**src/rtl/proc_selftest_pkg.sv**
```systemverilog
// Shared types for the on-chip instruction self-test sequencer.
// The test_entry_t layout fixes the default instruction/data width (32) and
// register index width (5); the sequencer's XLEN/REG_AW must match it.
package proc_selftest_pkg;

   localparam int ENTRY_XLEN   = 32;
   localparam int ENTRY_REG_AW = 5;

   // RISC-V canonical NOP (addi x0, x0, 0)
   localparam logic [ENTRY_XLEN-1:0] NOP_INSTR = 32'h00000013;

   typedef enum logic [2:0] {
      IDLE,
      WARMUP,
      FETCH,
      ISSUE,
      WAIT_WB,
      NEXT,
      DONE
   } state_t;

   typedef struct packed {
      logic [ENTRY_XLEN-1:0]   instr;
      logic [ENTRY_REG_AW-1:0] rd;
      logic [ENTRY_XLEN-1:0]   exp;
      logic                    chk;
   } test_entry_t;

endpackage

```
**src/rtl/selftest_fail_log.sv**
```systemverilog
// Small synchronous failure-log FIFO with show-ahead read.
// Pushes while full are dropped and flagged in the sticky ovf output.
// DEPTH must be a power of two (pointer wrap uses the extra MSB).
module selftest_fail_log #(
   parameter int DEPTH = 8,
   parameter int W     = 38
) (
   input  logic         clk,
   input  logic         rst_n,
   input  logic         clr,
   input  logic         push,
   input  logic [W-1:0] din,
   input  logic         rd_en,
   output logic         empty,
   output logic [W-1:0] dout,
   output logic         ovf
);

   localparam int PW = $clog2(DEPTH);

   logic [W-1:0] mem_array [DEPTH];
   logic [PW:0]  wr_ptr_reg;
   logic [PW:0]  rd_ptr_reg;
   logic         ovf_reg;
   logic         full;
   logic         do_push;
   logic         do_pop;

   assign empty   = (wr_ptr_reg == rd_ptr_reg);
   assign full    = (wr_ptr_reg[PW] != rd_ptr_reg[PW]) &&
                    (wr_ptr_reg[PW-1:0] == rd_ptr_reg[PW-1:0]);
   assign do_push = push && !full;
   assign do_pop  = rd_en && !empty;
   assign dout    = mem_array[rd_ptr_reg[PW-1:0]];
   assign ovf     = ovf_reg;

   // Storage write; contents need no reset since pointers gate visibility
   always_ff @(posedge clk) begin
      if (do_push) begin
         mem_array[wr_ptr_reg[PW-1:0]] <= din;
      end
   end

   // Pointer and overflow bookkeeping; clr empties the log for a new run
   always_ff @(posedge clk or negedge rst_n) begin
      if (!rst_n) begin
         wr_ptr_reg <= '0;
         rd_ptr_reg <= '0;
         ovf_reg    <= 1'b0;
      end else if (clr) begin
         wr_ptr_reg <= '0;
         rd_ptr_reg <= '0;
         ovf_reg    <= 1'b0;
      end else begin
         if (do_push) begin
            wr_ptr_reg <= wr_ptr_reg + (PW+1)'(1);
         end
         if (do_pop) begin
            rd_ptr_reg <= rd_ptr_reg + (PW+1)'(1);
         end
         if (push && full) begin
            ovf_reg <= 1'b1;
         end
      end
   end

endmodule

```
**src/rtl/proc_selftest_seq.sv**
```systemverilog
// On-chip instruction self-test sequencer: walks a test table, injects one
// instruction at a time, watches the regfile writeback port and reports
// pass/fail, failure count and first-failure details.
// Optional build macro SELFTEST_FAIL_LOG_EN adds a failure log FIFO with
// ports log_rd_en / log_empty / log_data / log_ovf.
// The next table address is presented while the current entry executes, so a
// table ROM with one cycle of read latency is always ready by FETCH.
module proc_selftest_seq
   import proc_selftest_pkg::*;
#(
   parameter int NUM_TESTS   = 32,
   parameter int XLEN        = 32,
   parameter int REG_AW      = 5,
   parameter int START_DELAY = 8,
   parameter int WB_TIMEOUT  = 8,
`ifdef SELFTEST_FAIL_LOG_EN
   parameter int LOG_DEPTH   = 8,
`endif
   localparam int AW  = (NUM_TESTS > 1) ? $clog2(NUM_TESTS) : 1,
   localparam int FCW = $clog2(NUM_TESTS + 1)
) (
   input  logic              clk,
   input  logic              rst_n,
   input  logic              start,
   output logic [AW-1:0]     tbl_addr,
   input  logic [XLEN-1:0]   tbl_instr,
   input  logic [REG_AW-1:0] tbl_rd,
   input  logic [XLEN-1:0]   tbl_exp,
   input  logic              tbl_chk,
   output logic              inj_valid,
   output logic [XLEN-1:0]   inj_instr,
   input  logic              inj_ready,
   input  logic              wb_en,
   input  logic [REG_AW-1:0] wb_rd,
   input  logic [XLEN-1:0]   wb_data,
   output logic              busy,
   output logic              done,
   output logic              pass,
   output logic [FCW-1:0]    fail_count,
   output logic [AW-1:0]     fail_idx,
   output logic [XLEN-1:0]   fail_got,
   output logic              fail_timeout
`ifdef SELFTEST_FAIL_LOG_EN
   ,
   input  logic                 log_rd_en,
   output logic                 log_empty,
   output logic [AW+XLEN:0]     log_data,
   output logic                 log_ovf
`endif
);

   localparam int          CNT_MAX = (START_DELAY > WB_TIMEOUT) ? START_DELAY : WB_TIMEOUT;
   localparam int          CW      = $clog2(CNT_MAX + 1);
   localparam logic [AW-1:0] LAST  = AW'(NUM_TESTS - 1);

   state_t            state_reg;
   state_t            state_next;
   test_entry_t       entry_reg;
   logic [AW-1:0]     idx_reg;
   logic [AW-1:0]     tbl_addr_reg;
   logic [CW-1:0]     cnt_reg;
   logic [FCW-1:0]    fail_count_reg;
   logic [AW-1:0]     fail_idx_reg;
   logic [XLEN-1:0]   fail_got_reg;
   logic              fail_timeout_reg;

   logic              start_run;
   logic              wb_hit;
   logic              fail_ev;
   logic              fail_to;
   logic [XLEN-1:0]   fail_val;

   assign tbl_addr     = tbl_addr_reg;
   assign fail_count   = fail_count_reg;
   assign fail_idx     = fail_idx_reg;
   assign fail_got     = fail_got_reg;
   assign fail_timeout = fail_timeout_reg;
   assign pass         = done && (fail_count_reg == '0);

   // State register; reset drops inj_valid immediately via state decode
   always_ff @(posedge clk or negedge rst_n) begin
      if (!rst_n) begin
         state_reg <= IDLE;
      end else begin
         state_reg <= state_next;
      end
   end

   // Next-state decode, injection outputs and per-cycle failure events
   always_comb begin
      state_next = state_reg;
      start_run  = 1'b0;
      wb_hit     = 1'b0;
      fail_ev    = 1'b0;
      fail_to    = 1'b0;
      fail_val   = '0;
      inj_valid  = 1'b0;
      inj_instr  = NOP_INSTR;
      busy       = (state_reg != IDLE) && (state_reg != DONE);
      done       = (state_reg == DONE);
      case (state_reg)
         IDLE, DONE: begin
            if (start) begin
               state_next = WARMUP;
               start_run  = 1'b1;
            end
         end
         WARMUP: begin
            if (cnt_reg == CW'(START_DELAY - 1)) begin
               state_next = FETCH;
            end
         end
         FETCH: begin
            state_next = ISSUE;
         end
         ISSUE: begin
            inj_valid = 1'b1;
            inj_instr = entry_reg.instr;
            if (inj_ready) begin
               state_next = (entry_reg.chk && (entry_reg.rd != '0)) ? WAIT_WB : NEXT;
            end
         end
         WAIT_WB: begin
            wb_hit = wb_en && (wb_rd == entry_reg.rd);
            if (wb_hit) begin
               state_next = NEXT;
               if (wb_data != entry_reg.exp) begin
                  fail_ev  = 1'b1;
                  fail_val = wb_data;
               end
            end else if (cnt_reg == CW'(WB_TIMEOUT - 1)) begin
               state_next = NEXT;
               fail_ev    = 1'b1;
               fail_to    = 1'b1;
            end
         end
         NEXT: begin
            state_next = (idx_reg == LAST) ? DONE : FETCH;
         end
         default: begin
            state_next = IDLE;
         end
      endcase
   end

   // Cycle counter for warm-up and writeback timeout; restarts on every state change
   always_ff @(posedge clk or negedge rst_n) begin
      if (!rst_n) begin
         cnt_reg <= '0;
      end else if (state_next != state_reg) begin
         cnt_reg <= '0;
      end else if ((state_reg == WARMUP) || (state_reg == WAIT_WB)) begin
         cnt_reg <= cnt_reg + CW'(1);
      end
   end

   // Table walk: latch the entry in FETCH and prefetch the following address
   always_ff @(posedge clk or negedge rst_n) begin
      if (!rst_n) begin
         entry_reg    <= '0;
         idx_reg      <= '0;
         tbl_addr_reg <= '0;
      end else if (start_run) begin
         idx_reg      <= '0;
         tbl_addr_reg <= '0;
      end else begin
         if (state_reg == FETCH) begin
            entry_reg.instr <= tbl_instr;
            entry_reg.rd    <= tbl_rd;
            entry_reg.exp   <= tbl_exp;
            entry_reg.chk   <= tbl_chk;
            if (idx_reg != LAST) begin
               tbl_addr_reg <= idx_reg + AW'(1);
            end
         end
         if ((state_reg == NEXT) && (idx_reg != LAST)) begin
            idx_reg <= idx_reg + AW'(1);
         end
      end
   end

   // Result capture: first failure details once, saturating failure count
   always_ff @(posedge clk or negedge rst_n) begin
      if (!rst_n) begin
         fail_count_reg   <= '0;
         fail_idx_reg     <= '0;
         fail_got_reg     <= '0;
         fail_timeout_reg <= 1'b0;
      end else if (start_run) begin
         fail_count_reg   <= '0;
         fail_idx_reg     <= '0;
         fail_got_reg     <= '0;
         fail_timeout_reg <= 1'b0;
      end else if (fail_ev) begin
         if (fail_count_reg == '0) begin
            fail_idx_reg     <= idx_reg;
            fail_got_reg     <= fail_val;
            fail_timeout_reg <= fail_to;
         end
         if (fail_count_reg != FCW'(NUM_TESTS)) begin
            fail_count_reg <= fail_count_reg + FCW'(1);
         end
      end
   end

`ifdef SELFTEST_FAIL_LOG_EN
   selftest_fail_log #(
      .DEPTH (LOG_DEPTH),
      .W     (AW + 1 + XLEN)
   ) u_fail_log (
      .clk   (clk),
      .rst_n (rst_n),
      .clr   (start_run),
      .push  (fail_ev),
      .din   ({idx_reg, fail_to, fail_val}),
      .rd_en (log_rd_en),
      .empty (log_empty),
      .dout  (log_data),
      .ovf   (log_ovf)
   );
`endif

endmodule
```
**config.mk**
```make
export PLATFORM = sky130hd
export DESIGN_NAME = proc_selftest_seq
export DESIGN_NICKNAME = d
export VERILOG_FILES = /design/src/rtl/proc_selftest_pkg.sv /design/src/rtl/selftest_fail_log.sv /design/src/rtl/proc_selftest_seq.sv
export SDC_FILE = /design/constraint.sdc
export NUM_CORES = 1
export LEC_CHECK = 0
export ABC_AREA = 1
export BUFFER_PORTS_ARGS = -buffer_cell sky130_fd_sc_hd__buf_2
export CORE_AREA = 4 4 130 120
export CTS_CLUSTER_DIAMETER = 80
export DETAILED_ROUTE_END_ITERATION = 6
export DIE_AREA = 0 0 134 124
export GPL_ROUTABILITY_DRIVEN = 0
export PLACE_DENSITY = 0.76
export SLEW_MARGIN = 20
export SYNTH_ARGS = -nofsm -noshare
export SYNTH_HDL_FRONTEND = slang
export SYNTH_SLANG_ARGS = --single-unit
```
**constraint.sdc**
```tcl
create_clock -name clk -period 1.69 [get_ports clk]
set_clock_uncertainty 0.1 [all_clocks]
set_input_delay 0.338 -clock clk [delete_from_list [all_inputs] [get_ports clk]]
set_output_delay 0.338 -clock clk [all_outputs]
set_load 0.02 [all_outputs]
```
Yosys cells after proc, flatten, opt, wreduce, memory -nomap -nowiden
Index checks and enable logic that the tools add are counted.
W data, S select, Z words.
{"block": "op_classes", "shifts": 0, "add_sub_neg": 3, "mux": 40, "reduce_logical": 22, "div": 0, "magnitude_cmp": 0, "n_mul": 0, "bitwise_logic": 1, "eq_ne": 14}
{"operator": "$mux W32", "n": 7}
{"operator": "$mux W5", "n": 8}
{"operator": "$ne A32 B32 Y1", "n": 1}
{"operator": "$mux W3", "n": 6}
{"operator": "$mux W6", "n": 3}
{"operator": "$pmux W3 S6", "n": 1}
{"operator": "$reduce_bool A2 Y1", "n": 7}
{"operator": "$mux W1", "n": 13}
{"operator": "$eq A3 B3 Y1 const B", "n": 3}
{"operator": "$mux W4", "n": 2}
{"operator": "$reduce_and A2 Y1", "n": 4}
{"operator": "$add A6 B1 Y6 const B", "n": 1}
{"operator": "$eq A3 B2 Y1 const B", "n": 2}
{"operator": "$logic_not A6 Y1", "n": 1}
{"operator": "$ne A6 B6 Y1 const B", "n": 1}
{"operator": "$add A5 B1 Y5 const B", "n": 1}
{"operator": "$eq A5 B5 Y1", "n": 1}
{"operator": "$eq A5 B5 Y1 const B", "n": 1}
{"operator": "$logic_and A1 B1 Y1", "n": 5}
{"operator": "$ne A5 B5 Y1 const B", "n": 1}
{"operator": "$reduce_bool A5 Y1", "n": 1}
{"operator": "$add A4 B1 Y4 const B", "n": 1}
{"operator": "$eq A4 B3 Y1 const B", "n": 1}
{"operator": "$eq A3 B1 Y1 const B", "n": 1}
{"operator": "other kinds (7)", "n": 7}
{"block": "totals", "elab_cells": 92, "input_bits": 112, "regBits": 131, "latch_bits": 0, "rom_bits": 0, "n_memories": 0, "mem_bits_rw": 0}

Logic depth before layout (Yosys ltp)
Gate-level depths: netlist of run 1.
{"block": "logic_depth", "depth_word": 7, "ltp_mapped": 13, "depth_no_buf": 12}

Worst setup path before layout of run 1
No wires, ideal clock.
{"block": "synth_path", "path_type": "flip-flop to output port", "start": "register state_reg[2]", "end": "output inj_instr[10]", "arrival_ps": 1812, "path_slack_ps": -560, "required_time_ps": 1252, "path_buffers": 1, "stages_incl_launch_ff": 5, "cell_sequence": "dfrtp_1 > nor3_1 > inv_1 > clkbuf_1 > nor2_1"}
{"block": "synth_between", "elab_chain_cells": 2}
{"item": "start, declared", "line": "proc_selftest_seq.sv:56", "rtl": "state_t state_reg;"}
{"item": "start signal, assigned", "line": "proc_selftest_seq.sv:85", "rtl": "state_reg <= state_next;"}
{"item": "$eq A3 B2 Y1", "line": "proc_selftest_seq.sv:101", "rtl": "case (state_reg)"}
{"item": "$mux W32", "line": "proc_selftest_seq.sv:101"}
{"item": "end, declared", "line": "proc_selftest_seq.sv:31", "rtl": "output logic [XLEN-1:0] inj_instr,"}
No other way between the ends.

Worst setup path in the final report of run 1
{"block": "layout_path", "start": "register state_reg[0]", "end": "output inj_instr[12]"}
The elaborated chain is that of the path after synthesis.

==> results of run 1 <==
synthesized netlist by cell type, types with 6 or more instances:
cell type / number
nand3_2: 22
nand2_2: 6
o21ai_0: 55
nand3_1: 47
inv_2: 11
or2_2: 6
nand2_1: 294
buf_2: 14
dfrtp_1: 131
xor2_1: 6
clkbuf_1: 12
nor2_1: 87
xnor2_1: 26
inv_1: 82
routing by layer:
layer / vias to the layer above / part of all wire / GRT usage
li1: 3237 / - / -
met4: 2 / 0.059 / 0.123
met5: - / 0.00045 / 0
met1: 3502 / 0.37 / 0.332
met2: 495 / 0.48 / 0.443
met3: 143 / 0.094 / 0.0723
how the worst max path moves through the flow:
stage / startpoint / end / slack [ns] / cells past startpoint
6_report: state_reg[0] / inj_instr[12] / -0.58 / 7
4_1_cts: state_reg[0] / inj_instr[10] / -0.47 / 7
2_1_floorplan: state_reg[2] / inj_instr[29] / -0.17 / 4
3_5_place_dp: wb_data[26] / fail_got[12] / -0.42 / 11
3_3_place_gp: wb_data[26] / fail_timeout / -0.41 / 11
5_1_grt: state_reg[0] / inj_instr[10] / -0.64 / 7
per-stage QoR:
stage                     power (mW)  area [sq um]
final                           16.2         11000
after global routing            17.0         11000
after CTS                       14.2         10300
after detailed placement        9.61          8660
after global placement          9.45          8660
after floorplan                 7.73          6830
area by class of cell:
class                           instances  area (sq um)
Clock buffer                           21           460
Clock inverter                         11           153
Fill cell                             865          3330
Inverter                               93           369
Multi-Input combinational cell        580          3590
Sequential cell                       131          3280
Tap cell                              198           248
Timing Repair Buffer                  336          2920
power by group:
group | switching (mW) | total (mW) | internal, mW
clock network | 1.48 | 3.89 | 2.41
registers | 0.603 | 4.77 | 4.17
logic | 4.25 | 7.56 | 3.30
cell families after synthesis:
group | Yosys count | synth area share
buf+inv | 127 | 0.0807
mux | 1 | 0.00152
xor+xnor | 32 | 0.0426
flops | 131 | 0.498
compound gates | 63 | 0.0496
fa+ha+maj | 5 | 0.00950
simple gates | 477 | 0.318
what timing repair did:
action | CTS | global route
hold buffers | 1 | 0
cloned | 8 | 17
gates resized for setup | 172 | 139
hold endpoints to repair | 31 | 0
pin swaps | 25 | 47
endpoints found under the setup margin | 96 | 167
setup buffers | 18 | 25
tightest hold or removal path, delay by kind of cell:
| family | cells | cell delay [ns] |
|---|---|---|
| AND/OR/NAND/NOR | 2 | 0.09 |
| buffers and inverters | 1 | 0.08 |
==> results.toml, run 1 <==
[floorplan]
dieArea_sq_mm = 0.0166
rows = 42
io_pins = 197
die-height_microns = 124
core_area_sq_mm = 0.0143
start_util = 0.459
die_w_microns = 134

[grt]
grt_pass1_vias = 6943
grt_pass1_wl_microns = 34700
grt_max_degree = 45
grt_overflow = 0
antenna_found_initial = 1
track_usage = 0.268

[yosys]
synth_area_per_cell_sq_um = 7.88
yosysSeqAreaShare = 0.498
synth_cell_types = 33
synth_top_cell_area_share = 0.498
syn-num-nets = 953
async_reset_ff_frac = 1.00
yosysTopAreaCell = "dfrtp_1"
synth_cells = 836
synth_edf_count = 0
syn-cell-area_sq_mm = 0.00659
ys_warn_count = 0
yosys_register_bits = 131
ys_top_cells_by_area = "dfrtp_1 50%, nand2_1 17%, nor2_1 5.0%"
ys.flop_type = "dfrtp_1"

[hold_path]
min_to = "entry_reg[15]"
hold_path_startpoint = "tbl_exp[14]"
hp-class = "input pin to register"
whs_path_depth = 3

[finish]
final_util = 0.768
mostFrequentLayoutCell = "nand2_1"
antennaDiodeCount = 0
syn_to_final_growth_pct = 67.2
final_cell_mix = "258 x nand2_1, 158 x buf_2, 130 x dfrtp_1, 78 x buf_4, 76 x inv_1"
drive_above_1_share = 0.471
num-nets-final = 1276
largest_reg_flops = 70
fin_cells = 1370

[run_status]
violations = "setup timing"
status = "finished, violations left"

[power]
powerDensity_mw_per_mm2 = 1470
vdd_drop_max_uv = 940
power_leakage_nw = 5.69

[placed_design]
place_hpwl_microns = 13600
dp.cells = 1280
portBuffers = 196
pre_cts_ws_ns = -0.420

[cts]
cts_buffers = 17
cts_tree = "yes"
cts_max_level = 4
cts_buffer_depth = 2
clkSlewWorstSetupHoldPaths_ns = 0.06
clock-sinks = 131
worstSkewPairLatency_ns = 0.43
cts_root_buffer = "clkbuf_16"

[timing]
finalWorstSetupSlack_ns = -0.582
setup_viol = 106
period_needed_ns = 2.27
hold_viol_final = 0
max_slew_margin = 0.741
fin_crit_sh = 1.34
tightestPinTransition_ns = 0.388
rsz0062_at_grt = "yes"
slew_violations = 0
whs_ns = 0.00865
clock.fmax_ghz = 0.440
setup-tns-final_ns = -42.75

[worst_setup_path]
crit_top_cell = "buf_6"
arrival_ns = 1.83
worstSetupStartpointType = "register"
rr_worst_depth = 14
critPathCaptureType = "primary output"
critPathKind = "register to primary output"
crit_chain = "inv_2, buf_6, nor3_4, inv_4, buf_12, nor2_4, buf_6"
path_max_fanout = 12
max_stage_delay_ns = 0.37
cp_slowest_cell = "dfrtp_1"
rr_startpoint = "state_reg[0]"
worst-path-buf-inv = 5
r2r-end = "cnt_reg[3]"
ff2ff_setup_slack_ns = -0.46
path_delay_family = "buffers and inverters"
cp.required_ns = 1.25

[detailed_routing]
firstDrtPassIters = 5
vias = 7379
drt_iter0_drc = 654
vias_per_cell = 5.39
antenna_left = 0
wl_per_cell_microns = 19.5
post-route-drc-count = 0
routed_wl_microns = 26700

[flow_run]
drv_cap = 0
No activity file was read; power rests on OpenSTA's default activity.
==> inputs of run 2 (changes only) <==
ABC_AREA = 0   (was 1)
CORE_AREA = 4 4 126 116   (was 4 4 130 120)
DIE_AREA = 0 0 130 120   (was 0 0 134 124)
==> run 2 against run 1 <==
  * Utilization down 1.4 points
  * Flip-flop and latch count unchanged
  * Cell count down 29%
  * The run still ends with setup timing left
  * Critical path depth unchanged
  * Wire length down 21%
==> results.toml, run 2 <==
[yosys]
ys_warn_count = 0
synth.most_common_cell = "dfrtp_1"
syn-num-nets = 599
synth_top_cell_area_share = 0.543
synth_area_per_cell_sq_um = 12.5
yosysTopAreaCell = "dfrtp_1"
yosysSeqAreaShare = 0.543
yosys_register_bits = 131
synth_edf_count = 0
synth_cells = 482
synthTopCellsByCount = "131 x dfrtp_1, 70 x mux2_2, 37 x xnor2_1"
synth_cell_types = 46
ys_top_cells_by_area = "dfrtp_1 54%, mux2_2 13%, xnor2_1 5.4%"
async_reset_ff_frac = 1.00
syn-cell-area_sq_mm = 0.00603
ys.flop_type = "dfrtp_1"

[worst_setup_path]
critPathCaptureType = "primary output"
worstSetupStartpointType = "register"
crit_top_cell = "buf_6"
cp.required_ns = 1.25
arrival_ns = 1.77
path_delay_family = "simple AND/OR/NAND/NOR gates"
max_stage_delay_ns = 0.40
rr_startpoint = "fail_count[0]"
critPathKind = "register to primary output"
cp_slowest_cell = "dfrtp_2"
rr_worst_depth = 10
crit_start = "fail_count[0]"
worstSetupPathDepth = 7
worst-path-buf-inv = 3
crit_chain = "inv_2, ha_4, nor4b_4, and2b_2, buf_6, and2_4, buf_6"
path_max_fanout = 2

[detailed_routing]
firstDrtPassIters = 5
vias_per_cell = 5.51
drt_iter0_drc = 332
post-route-drc-count = 0
vias = 5335
wl_per_cell_microns = 21.7
routed_wl_microns = 21000
antenna_left = 0

[timing]
finalWorstSetupSlack_ns = -0.521
clock.fmax_ghz = 0.452
fin_crit_sh = 1.31
rsz0062_at_grt = "yes"
tightestPinTransition_ns = 0.378
slew_violations = 0
hold_viol_final = 0
setup-tns-final_ns = -41.57
setup_viol = 166
period_needed_ns = 2.21
max_slew_margin = 0.747
whs_ns = 0.0445

[floorplan]
die-height_microns = 120
rows = 40
die_w_microns = 130
start_util = 0.457
io_pins = 197
core_area_sq_mm = 0.0132
dieArea_sq_mm = 0.0156

[cts]
worstSkewPairLatency_ns = 0.42
cts_tree = "yes"
cts_root_buffer = "clkbuf_16"
clkSlewWorstSetupHoldPaths_ns = 0.06
cts_buffer_depth = 2
cts_max_level = 4
cts_buffers = 17
clock-sinks = 131

[placed_design]
dpl_cell_area_sq_mm = 0.00777
dp.cells = 889
portBuffers = 196
place_hpwl_microns = 12300

[power]
total_power_mw = 14.5
vdd_drop_max_uv = 894
powerDensity_mw_per_mm2 = 1450
power_leakage_nw = 4.83

[run_status]
status = "finished, violations left"
violations = "setup timing"

[finish]
nFillCells = 777
drive_above_1_share = 0.645
stdcell_area_sq_mm = 0.00996
fin_cells = 968
syn_to_final_growth_pct = 65.1
num-nets-final = 904
final_cell_mix = "159 x buf_2, 127 x dfrtp_1, 70 x mux2_4, 66 x buf_6, 65 x buf_4"
largest_reg_flops = 70
mostFrequentLayoutCell = "buf_2"

[hold_path]
hp-class = "input pin to register"
whs_path_depth = 2
hold_path_startpoint = "tbl_exp[24]"

[grt]
track_usage = 0.268
antenna_found_initial = 4
grt_pass1_vias = 5923
grt_max_degree = 60
grt_overflow = 0
grt_pass1_wl_microns = 32100

[flow_run]
drv_cap = 0
[run 2: cell types whose count changed in the layout (fill, tap and decap cells not counted), moves of 23 or more]
| cell | delta |
|---|---|
| and3_4 | +31 |
| nand3_1 | -26 |
| inv_1 | -75 |
| nor2_1 | -23 |
| a22o_1 | +32 |
| mux2_4 | +70 |
| nand3_2 | -29 |
| nor2_4 | -32 |
| o21ai_1 | -24 |
| nand2_1 | -240 |
| nand2_2 | -26 |
[run 2: cells by family (layout without fill, tap and decap cells)]
group | count (synthesis) | in the layout | synth area share
flip-flops | 131 | 131 | 0.543
AND/OR/NAND/NOR | 124 | 124 | 0.124
multiplexers | 80 | 80 | 0.147
AO/OA/AOI/OAI | 63 | 63 | 0.0807
XOR/XNOR | 46 | 46 | 0.0668
buffers and inverters | 32 | 347 | 0.0261
adder cells (fa/ha/maj) | 6 | 6 | 0.0120
other | 0 | 3 | 0
[run 2: path summary, 6_finish.rpt]
check,end,slack (ns)
setup / recovery,pass,-0.52
hold / removal,entry_reg[25],0.04
setup reg to reg,fail_got[18],-0.49
hold reg to reg,fail_got[19],0.39
max in group asynchronous,entry_reg[18],0.65
min in group asynchronous,entry_reg[33],0.25
[run 2: worst register-to-register path, stage by stage (launching register included)]
cell	delay (ns)
dfrtp_2	0.40
inv_2	0.07
ha_4	0.12
nor4b_4	0.21
and2b_2	0.21
buf_4	0.12
nand2_4	0.07
a211oi_4	0.28
nor3_4	0.07
buf_12	0.18
a22o_1	0.21
[run 2: layer usage]
metal,global-route usage,up-vias,part of all wire
li1,-,2349,-
met1,0.322,2716,0.39
met2,0.444,211,0.51
met3,0.0806,57,0.067
met4,0.117,2,0.033
met5,0,-,0.00057
[run 2: per-stage QoR]
stage	utilization	setup WS, ns
CTS	0.735	-0.537
global route	0.754	-0.622
finish	0.754	-0.521
detailed placement	0.588	-0.574
global placement	0.588	-0.516
floorplan	-	-0.338
[run 2: repair_timing]
item	CTS	global route
resized for setup	232	60
buffers inserted	32	11
endpoints found under the setup margin	164	167
cloned	12	1
pin swaps	38	26
hold buffers	1	0
endpoints found under the hold margin	72	0
[run 2: area by class of cell]
cell class,instances,area [sq um],share of cell area
repair buffers,313,2490,0.250
multi-input cells,319,3390,0.340
clock inverters,6,80.1,0.00804
flip-flops and latches,131,3280,0.330
inverters,5,18.8,0.00188
diodes,3,7.51,0.000754
well taps,168,210,0.0211
clock buffers,23,478,0.0480
[run 2: power by group]
| part | total [mW] | leakage [nW] | internal, mW | switching (mW) |
|---|---|---|---|---|
| Combinational | 5.90 | 2.90 | 3.49 | 2.41 |
| Sequential | 5.01 | 1.65 | 4.20 | 0.816 |
| Clock | 3.56 | 0.279 | 2.25 | 1.31 |
| Total | 14.5 | 4.83 | 9.94 | 4.54 |
==> inputs of run 3 (changes only) <==
BUFFER_PORTS_ARGS = -buffer_cell sky130_fd_sc_hd__buf_4   (was -buffer_cell sky130_fd_sc_hd__buf_2)
CELL_PAD_IN_SITES_DETAIL_PLACEMENT = 1   (was default)
CELL_PAD_IN_SITES_GLOBAL_PLACEMENT = 2   (was default)
CORE_AREA = 4 4 158 144   (was 4 4 126 116)
CTS_CLUSTER_DIAMETER = default   (was 80)
DIE_AREA = 0 0 162 148   (was 0 0 130 120)
PLACE_DENSITY = default   (was 0.76)
PLACE_DENSITY_LB_ADDON = 0.1   (was default)
==> run 3 against run 2 <==
  * The run still ends with setup timing left
  * Clock power is 3% higher
  * Sequential share of layout area is 1.4 points lower
  * Power is 0.23% higher
  * Die area is 54% higher
  * Utilization is 26 points lower
  * Wire length is 1.1% higher
  * Fmax is 1.2% lower
  * Clock-buffer cell count is 5 lower
  * Cell count is 11% higher
  * Register-to-register slack hardly changed
  * Critical endpoint unchanged
  * Highest routed layer is now met4
==> results.toml, run 3 (synthesis results as in run 2) <==
[run_status]
status = "finished, violations left"
violations = "setup timing"

[cts]
cts_buffers = 17
worstSkewPairLatency_ns = 0.42
cts_tree = "yes"
clkSlewWorstSetupHoldPaths_ns = 0.06
cts_root_buffer = "clkbuf_16"
cts_max_level = 4
cts_buffer_depth = 2
clock-sinks = 131

[power]
vdd_drop_max_uv = 632
power_leakage_nw = 4.85
powerDensity_mw_per_mm2 = 1400

[timing]
fin_crit_sh = 1.32
clock.fmax_ghz = 0.447
slew_violations = 0
rsz0062_at_grt = "yes"
finalWorstSetupSlack_ns = -0.548
max_slew_margin = 0.705
tightestPinTransition_ns = 0.442
period_needed_ns = 2.24
setup_viol = 162
hold_viol_final = 0

[grt]
antenna_found_initial = 0
track_usage = 0.180
grt_overflow = 0
grt_max_degree = 42
grt_pass1_wl_microns = 33700
grt_pass1_vias = 5812

[hold_path]
hp-class = "input pin to register"
hold_path_startpoint = "tbl_instr[27]"

[detailed_routing]
routed_wl_microns = 21300
antenna_left = 0
drt_iter0_drc = 182
post-route-drc-count = 0
vias_per_cell = 4.64
wl_per_cell_microns = 19.7
vias = 5009
firstDrtPassIters = 4

[worst_setup_path]
ff2ff_setup_slack_ns = -0.50
path_max_fanout = 2
rr_startpoint = "fail_count[0]"
crit_start = "fail_count[0]"
cp_slowest_cell = "dfrtp_2"
rr_worst_depth = 10
endpoint = "pass"
max_stage_delay_ns = 0.40
worstSetupStartpointType = "register"
arrival_ns = 1.80
crit_chain = "inv_2, ha_4, nor4b_4, and2b_2, buf_6, and2_4, buf_6"
cp.required_ns = 1.25
crit_top_cell = "buf_6"
critPathKind = "register to primary output"
critPathCaptureType = "primary output"
r2r-end = "fail_got[6]"

[floorplan]
rows = 50
dieArea_sq_mm = 0.0240
core_area_sq_mm = 0.0209
die-height_microns = 148
io_pins = 197
die_w_microns = 162
start_util = 0.289

[placed_design]
dpl_cell_area_sq_mm = 0.00846
portBuffers = 196
place_hpwl_microns = 14300
dp.cells = 1013

[finish]
final_cell_mix = "223 x buf_4, 127 x dfrtp_1, 70 x mux2_4, 59 x buf_6, 34 x xnor2_1"
drive_above_1_share = 0.627
mostFrequentLayoutCell = "buf_4"
num-nets-final = 897
syn_to_final_growth_pct = 72.3
largest_reg_flops = 70
final_util = 0.498
stdcell_area_sq_mm = 0.0104
antennaDiodeCount = 0
fin_cells = 1079

[flow_run]
drv_cap = 0
==> run 3: final cells by class <==
class,instances,area (sq um)
Clock buffer,18,429
Clock inverter,14,154
Fill cell,2160,10500
Inverter,5,23.8
Multi-Input combinational cell,319,3330
Sequential cell,131,3280
Tap cell,286,358
Timing Repair Buffer,306,2820
==> run 3: worst min-delay path by stage <==
| stage | endpoint | slack [ns] | depth (start not counted) |
|---|---|---|---|
| floorplan | cnt_reg[0] | -0.06 | 0 |
| global placement | tbl_addr[2] | 0.20 | 1 |
| detailed placement | tbl_addr[2] | 0.20 | 1 |
| CTS | entry_reg[65] | 0.03 | 2 |
| global route | entry_reg[65] | 0.03 | 2 |
| finish | entry_reg[65] | 0.05 | 2 |
==> run 3: worst max-delay path: cells and delay by family (launching register included) <==
kind	cells	cell delay, ns
adders and majority gates	1	0.12
buffers and inverters	3	0.29
and+or+nand+nor	3	0.58
DFF	1	0.40
==> run 3: through the flow <==
step           hold slack [ns]  total power [mW]  TNS [ns]  worst slack [ns]
6_report                0.0459              14.5    -49.23            -0.548
2_1_floorplan          -0.0576              7.31    -12.68            -0.338
3_5_place_dp             0.201              9.20    -37.76            -0.596
3_3_place_gp             0.200              9.02    -36.31            -0.559
5_1_grt                 0.0264              15.3    -60.92            -0.643
4_1_cts                 0.0278              14.3    -58.32            -0.587
==> run 3: timing repair <==
| action | CTS | global route |
|---|---|---|
| setup buffers | 29 | 11 |
| hold buffers | 1 | 0 |
| cloned | 10 | 0 |
| hold endpoints to repair | 35 | 0 |
| pin swaps | 36 | 38 |
| resized for setup | 170 | 88 |
| endpoints found under the setup margin | 164 | 166 |
==> run 3: routing by layer <==
metal	vias up	global-route usage	part of all wire
li1	2325	-	-
met4	0	0.0427	0.0084
met3	15	0.0633	0.072
met5	-	0	0
met1	2541	0.230	0.43
met2	128	0.294	0.49
==> run 3: power by group <==
part / internal [mW] / leakage (nW) / switching (mW)
sequential: 4.19 / 1.65 / 0.713
combinational: 3.58 / 2.92 / 2.35
clock: 2.19 / 0.283 / 1.48
total: 9.96 / 4.85 / 4.55
